**src/rtl/ifft_core2_pipe.sv**
```systemverilog
// ifft_core2_pipe
//   Three-stage pipelined radix-2 inverse butterfly with valid/ready flow
//   control. Produces X1 = (a + b) and X2 = (a - b) * conj(W), each optionally
//   halved (SCALE_EN), floor-truncated and saturated to DATA_WID bits.
//
// Ports
//   clk, rst                        clock, async active-high reset
//   fft_valid_i / fft_ready_o       input handshake (a, b, W)
//   fft_data_{re,im}1_i             operand a (signed)
//   fft_data_{re,im}2_i             operand b (signed)
//   fft_wn_{re,im}_i                twiddle W, not pre-conjugated (signed)
//   fft_valid_o / fft_ready_i       output handshake
//   fft_data_{re,im}1_o             X1
//   fft_data_{re,im}2_o             X2
module ifft_core2_pipe #(
  parameter int DATA_WID = 16,
  parameter int WN_WID   = 16,
  parameter int ACC_LEN  = 14,
  parameter int SCALE_EN = 1
) (
  input  logic                clk,
  input  logic                rst,
  input  logic                fft_valid_i,
  output logic                fft_ready_o,
  input  logic [DATA_WID-1:0] fft_data_re1_i,
  input  logic [DATA_WID-1:0] fft_data_im1_i,
  input  logic [DATA_WID-1:0] fft_data_re2_i,
  input  logic [DATA_WID-1:0] fft_data_im2_i,
  input  logic [WN_WID-1:0]   fft_wn_re_i,
  input  logic [WN_WID-1:0]   fft_wn_im_i,
  output logic                fft_valid_o,
  input  logic                fft_ready_i,
  output logic [DATA_WID-1:0] fft_data_re1_o,
  output logic [DATA_WID-1:0] fft_data_im1_o,
  output logic [DATA_WID-1:0] fft_data_re2_o,
  output logic [DATA_WID-1:0] fft_data_im2_o
);

  localparam int SW  = DATA_WID + 1;           // sum/difference width
  localparam int PW  = DATA_WID + WN_WID + 2;  // product-sum width
  localparam int SH2 = ACC_LEN + SCALE_EN;     // single combined shift for X2

  localparam logic signed [PW-1:0] SAT_MAX = {{(PW-DATA_WID+1){1'b0}}, {(DATA_WID-1){1'b1}}};
  localparam logic signed [PW-1:0] SAT_MIN = ~SAT_MAX;

  function automatic logic [DATA_WID-1:0] sat(input logic signed [PW-1:0] x);
    logic [DATA_WID-1:0] r;
    if (x > SAT_MAX)      r = SAT_MAX[DATA_WID-1:0];
    else if (x < SAT_MIN) r = SAT_MIN[DATA_WID-1:0];
    else                  r = x[DATA_WID-1:0];
    return r;
  endfunction

  function automatic logic signed [PW-1:0] sx(input logic signed [SW-1:0] v);
    return {{(PW-SW){v[SW-1]}}, v};
  endfunction

  function automatic logic signed [PW-1:0] wx(input logic signed [WN_WID-1:0] v);
    return {{(PW-WN_WID){v[WN_WID-1]}}, v};
  endfunction

  // vld_pipe_q[0..2] = v1..v3
  logic [2:0] vld_pipe_q, vld_pipe_d;
  logic       en;

  logic signed [SW-1:0]     s_re_q, s_im_q, d_re_q, d_im_q;
  logic signed [SW-1:0]     s_re_d, s_im_d, d_re_d, d_im_d;
  logic signed [WN_WID-1:0] w_re_q, w_im_q, w_re_d, w_im_d;
  logic signed [SW-1:0]     s2_re_q, s2_im_q, s2_re_d, s2_im_d;
  logic signed [PW-1:0]     p_re_q, p_im_q, p_re_d, p_im_d;
  logic [DATA_WID-1:0]      x1_re_q, x1_im_q, x2_re_q, x2_im_q;
  logic [DATA_WID-1:0]      x1_re_d, x1_im_d, x2_re_d, x2_im_d;

  // Whole pipe advances together; only a held, unaccepted output stalls it.
  assign en          = !(vld_pipe_q[2] && !fft_ready_i);
  assign fft_ready_o = en;
  assign fft_valid_o = vld_pipe_q[2];

  always_comb begin
    vld_pipe_d = vld_pipe_q;
    s_re_d  = s_re_q;   s_im_d  = s_im_q;
    d_re_d  = d_re_q;   d_im_d  = d_im_q;
    w_re_d  = w_re_q;   w_im_d  = w_im_q;
    s2_re_d = s2_re_q;  s2_im_d = s2_im_q;
    p_re_d  = p_re_q;   p_im_d  = p_im_q;
    x1_re_d = x1_re_q;  x1_im_d = x1_im_q;
    x2_re_d = x2_re_q;  x2_im_d = x2_im_q;
    if (en) begin
      vld_pipe_d = {vld_pipe_q[1:0], fft_valid_i};
      // S1: widen by one bit so a +/- b never overflows
      s_re_d = $signed({fft_data_re1_i[DATA_WID-1], fft_data_re1_i})
             + $signed({fft_data_re2_i[DATA_WID-1], fft_data_re2_i});
      s_im_d = $signed({fft_data_im1_i[DATA_WID-1], fft_data_im1_i})
             + $signed({fft_data_im2_i[DATA_WID-1], fft_data_im2_i});
      d_re_d = $signed({fft_data_re1_i[DATA_WID-1], fft_data_re1_i})
             - $signed({fft_data_re2_i[DATA_WID-1], fft_data_re2_i});
      d_im_d = $signed({fft_data_im1_i[DATA_WID-1], fft_data_im1_i})
             - $signed({fft_data_im2_i[DATA_WID-1], fft_data_im2_i});
      w_re_d = fft_wn_re_i;
      w_im_d = fft_wn_im_i;
      // S2: d * conj(W), full precision
      s2_re_d = s_re_q;
      s2_im_d = s_im_q;
      p_re_d  = sx(d_re_q) * wx(w_re_q) + sx(d_im_q) * wx(w_im_q);
      p_im_d  = sx(d_im_q) * wx(w_re_q) - sx(d_re_q) * wx(w_im_q);
      // S3: floor shift then clamp; X2 uses one combined shift to avoid
      // truncating twice
      x1_re_d = sat(sx(s2_re_q) >>> SCALE_EN);
      x1_im_d = sat(sx(s2_im_q) >>> SCALE_EN);
      x2_re_d = sat(p_re_q >>> SH2);
      x2_im_d = sat(p_im_q >>> SH2);
    end
  end

  always_ff @(posedge clk or posedge rst) begin
    if (rst) begin
      vld_pipe_q <= '0;
      s_re_q  <= '0;  s_im_q  <= '0;
      d_re_q  <= '0;  d_im_q  <= '0;
      w_re_q  <= '0;  w_im_q  <= '0;
      s2_re_q <= '0;  s2_im_q <= '0;
      p_re_q  <= '0;  p_im_q  <= '0;
      x1_re_q <= '0;  x1_im_q <= '0;
      x2_re_q <= '0;  x2_im_q <= '0;
    end else begin
      vld_pipe_q <= vld_pipe_d;
      s_re_q  <= s_re_d;   s_im_q  <= s_im_d;
      d_re_q  <= d_re_d;   d_im_q  <= d_im_d;
      w_re_q  <= w_re_d;   w_im_q  <= w_im_d;
      s2_re_q <= s2_re_d;  s2_im_q <= s2_im_d;
      p_re_q  <= p_re_d;   p_im_q  <= p_im_d;
      x1_re_q <= x1_re_d;  x1_im_q <= x1_im_d;
      x2_re_q <= x2_re_d;  x2_im_q <= x2_im_d;
    end
  end

  assign fft_data_re1_o = x1_re_q;
  assign fft_data_im1_o = x1_im_q;
  assign fft_data_re2_o = x2_re_q;
  assign fft_data_im2_o = x2_im_q;

endmodule

```
**config.mk**
```make
export PLATFORM = sky130hd
export DESIGN_NAME = ifft_core2_pipe
export DESIGN_NICKNAME = d
export VERILOG_FILES = /design/src/rtl/ifft_core2_pipe.sv
export SDC_FILE = /design/constraint.sdc
export NUM_CORES = 2
export LEC_CHECK = 0
export ABC_AREA = 1
export CELL_PAD_IN_SITES_DETAIL_PLACEMENT = 1
export CELL_PAD_IN_SITES_GLOBAL_PLACEMENT = 1
export CORE_MARGIN = 4
export CORE_UTILIZATION = 45
export DETAILED_ROUTE_END_ITERATION = 16
export PLACE_DENSITY = 0.87
export SYNTH_ARGS = -nofsm -noshare
export SYNTH_HDL_FRONTEND = slang
export SYNTH_SLANG_ARGS = --single-unit
```
**constraint.sdc**
```tcl
create_clock -name clk -period 9 [get_ports clk]
set_input_delay 2.7 -clock clk [delete_from_list [all_inputs] [get_ports clk]]
set_output_delay 2.7 -clock clk [all_outputs]
set_load 0.005 [all_outputs]
```
==> flow_summary.json <==
{
  "rr_startpoint": "w_re_q[15]$_DFFE_PP0N_",
  "postRouteAntennaNets": 0,
  "slew_violations": 0,
  "synth_mux_area_share_pct": 0,
  "syn_area_um2": 56500,
  "rsz0062_at_grt": "no",
  "reg2reg_to": "p_im_q[27]$_DFFE_PP0N_",
  "critPathTopFamily": "adder cells",
  "tritoncts": "done",
  "max-clock-path-buffers": 3,
  "postPlaceCellArea_um2": 59800,
  "r2r_slack_ns": 0.51,
  "vias": 47600,
  "nNetsFinal": 8824,
  "start_kind": "flop",
  "avgRoutedWirePerCell_um": 23.7,
  "initial_core_util_pct": 45.5,
  "hold_slack_ns": 0.457,
  "ys_ff_latch": 235,
  "crit_type": "reg -> reg",
  "crit_slowest_cell": "dfrtp_1",
  "synth.area.top_cells": "fa_1, inv_1, nand2_1",
  "yosys_warnings": 0,
  "slowest_delay_ns": 0.82,
  "totalWireLength_um": 208000,
  "drt_iter0_drc": 3230,
  "hp-class": "reg -> reg",
  "gr-usage-all-layers_pct": 32.3,
  "synth_xor_area_share_pct": 0.496,
  "dp_hpwl_um": 165000,
  "postSynthCellCount": 7150,
  "chipWidth_um": 362,
  "slew_headroom_pct": 16.4,
  "finish.utilization_pct": 49.0,
  "synth_cell_type_count": 40,
  "fp-row-count": 129,
  "crit_buf_inv": 8,
  "synth_top_area_share_pct": 43.8,
  "cts_made_buffers": 30,
  "first_global_vias": 57600,
  "max_freq_mhz": 118,
  "status": "complete, no violations",
  "setup_tns_ns": 0,
  "post_cts_resize_count": 0,
  "drc": 0,
  "worst_ep_required_time_ns": 9.52,
  "skew_ns": 0.0829,
  "io_buffers": 165,
  "synthAdderAreaFrac_pct": 52.0,
  "fp.coreArea_um2": 124000,
  "drt_pass1_iterations": 5,
  "routabilityCongestion": 0.917,
  "fin_crit_sh_pct": 94.3,
  "hold_path_end": "s2_im_q[11]$_DFFE_PP0N_",
  "period_minus_slack_ns": 8.49,
  "hold_viol": 0,
  "worst_pin_slew_ns": 1.25,
  "syn_to_final_growth_pct": 7.72,
  "grt_max_degree": 139,
  "grt_antenna_before_repair": 14,
  "setup_viol": 0,
  "grt_pass1_wl_um": 326000,
  "synth-compound-area-share_pct": 4.12,
  "worstPathArrival_ns": 9.00,
  "viasPerCell": 5.42,
  "clock_latency_ns": 0.69,
  "synthSimpleGateAreaFrac_pct": 16.1,
  "pin_count": 166,
  "synth_top_family_by_area": "adder cells",
  "yosys.area.top_type": "fa_1",
  "maxCapViolCount": 0,
  "gr-total-overflow": 0,
  "cts_setup_buffers": 0,
  "ctsHoldBuffers": 0,
  "min-delay-start": "s_im_q[11]$_DFFE_PP0N_",
  "synth.avg_cell_area_um2": 7.91,
  "die_h_um": 362,
  "crit_fanout": 16,
  "cts.sinks": 235,
  "worst-r2r-cell-count": 27,
  "clkTransAtPathRegs_ns": 0.07,
  "hold_depth": 2,
  "synth_nets": 8858,
  "clockRootBuffer": "clkbuf_16",
  "final_cell_area_um2": 60900,
  "final_layout_size_suffix_gt1_share_pct": 2.69,
  "path_common_cell": "fa_1",
  "cp-end-kind": "flop",
  "die-area_um2": 131000,
  "synth_seq_area_share_pct": 10.4,
  "htree_levels": 1
}
sequential cells by signal, summed over array words and instances (netlist names):
signal / cells
s2_im_q: 16
fft_data_im2_o: 16
p_re_q: 19
fft_data_re2_o: 16
s_im_q: 16
p_im_q: 19
d_im_q: 17
fft_data_im1_o: 16
s2_re_q: 16
w_re_q: 16
s_re_q: 16
fft_data_re1_o: 16
w_im_q: 16
vld_pipe_q: 3
d_re_q: 17
tightest hold or removal path, delay by kind of cell, from the launching register on:
family / cells / cell delay (ns)
flops: 1 / 0.36
compound gates: 1 / 0.06
simple gates: 1 / 0.06
how the worst max path moves through the flow:
stage                      startpoint                     end  slack [ns]  depth (start not counted)
2_1_floorplan  d_re_q[16]$_DFFE_PP0N_  p_im_q[23]$_DFFE_PP0N_        2.21                         27
3_3_place_gp   w_re_q[15]$_DFFE_PP0N_  p_im_q[32]$_DFFE_PP0N_        0.99                         27
3_5_place_dp   w_re_q[15]$_DFFE_PP0N_  p_im_q[27]$_DFFE_PP0N_        0.84                         27
4_1_cts        w_re_q[15]$_DFFE_PP0N_  p_im_q[27]$_DFFE_PP0N_        0.71                         27
5_1_grt        w_re_q[15]$_DFFE_PP0N_  p_im_q[32]$_DFFE_PP0N_        0.24                         27
6_report       w_re_q[15]$_DFFE_PP0N_  p_im_q[27]$_DFFE_PP0N_        0.51                         27
final cells by class:
type / instances / area [µm²]
Fill cell: 15200 / 63400
Multi-Input combinational cell: 4379 / 41100
Clock inverter: 24 / 284
Sequential cell: 235 / 5900
Inverter: 2210 / 8300
Antenna cell: 9 / 22.5
Timing Repair Buffer: 260 / 2440
Tap cell: 1637 / 2050
Clock buffer: 32 / 768
cells in the final DEF (no fill, tap or decap), types with 5 or more instances in the layout:
| cell | instances |
|---|---|
| a21o_1 | 14 |
| o21ai_0 | 211 |
| xor2_1 | 23 |
| inv_1 | 2207 |
| clkinv_2 | 6 |
| buf_4 | 89 |
| nand2_1 | 1792 |
| diode_2 | 9 |
| or2_2 | 13 |
| nand3_1 | 170 |
| o21bai_1 | 19 |
| nand4_1 | 27 |
| dfrtp_1 | 216 |
| a21oi_1 | 135 |
| clkbuf_16 | 30 |
| nor4_1 | 6 |
| nor2_1 | 252 |
| buf_12 | 6 |
| o211ai_1 | 7 |
| fa_1 | 1236 |
| inv_6 | 5 |
| a31oi_1 | 21 |
| nor3_1 | 31 |
| ha_1 | 372 |
| nand3b_1 | 11 |
| clkdlybuf4s50_1 | 165 |
| xnor2_1 | 9 |
| dfrtp_2 | 19 |
| inv_8 | 6 |
kinds of logic (layout without fill, tap and decap cells):
group           count (synthesis)  in the layout
fa+ha+maj                    1608           1608
flops                         235            235
buf+inv                      2536           2526
simple gates                 2310           2310
xor+xnor                       32             32
compound gates                429            429
other cells                     0              9
synthesized netlist by cell type:
| cell type | n |
|---|---|
| xor2_1 | 23 |
| a21boi_1 | 1 |
| a21oi_1 | 135 |
| clkbuf_1 | 308 |
| o211ai_1 | 7 |
| o21ai_2 | 1 |
| o21ai_0 | 211 |
| a31o_2 | 1 |
| nor3_1 | 31 |
| fa_1 | 1236 |
| nand2_1 | 1792 |
| a31oi_1 | 21 |
| buf_2 | 13 |
| o21bai_1 | 19 |
| inv_1 | 2209 |
| and2_1 | 1 |
| a21boi_0 | 3 |
| a22o_1 | 2 |
| nor2_1 | 253 |
| nand4_1 | 27 |
| nor2_4 | 1 |
| nand2_2 | 3 |
| nand3_1 | 170 |
| o21ai_1 | 3 |
| or2_2 | 13 |
| o221ai_1 | 1 |
| or2_1 | 1 |
| dfrtp_1 | 235 |
| a211oi_1 | 3 |
| o211a_1 | 1 |
| nor4_1 | 6 |
| buf_1 | 5 |
| xnor2_1 | 9 |
| nand3b_1 | 11 |
| o31ai_1 | 4 |
| a21o_1 | 14 |
| o21a_1 | 2 |
| or2_0 | 1 |
| ha_1 | 372 |
| inv_2 | 1 |
through the flow:
| stage | instances | worst slack [ns] |
|---|---|---|
| after global placement | 8721 | 0.989 |
| after global routing | 8778 | 0.244 |
| after detailed placement | 8721 | 0.845 |
| after CTS | 8777 | 0.706 |
| after floorplan | 7150 | 2.21 |
| final | 8786 | 0.515 |
routing by layer:
| layer | global-route usage [%] | up-vias | share of wire [%] |
|---|---|---|---|
| li1 | - | 20000 | - |
| met1 | 35.1 | 24100 | 34 |
| met2 | 55.2 | 2347 | 48 |
| met3 | 6.85 | 1103 | 7.9 |
| met4 | 25.1 | 8 | 9.7 |
| met5 | 0 | - | 0.024 |
Power is left out: the tool's default activity adds up to more than one toggle a clock period on the data nets, which glitch-free logic cannot reach.
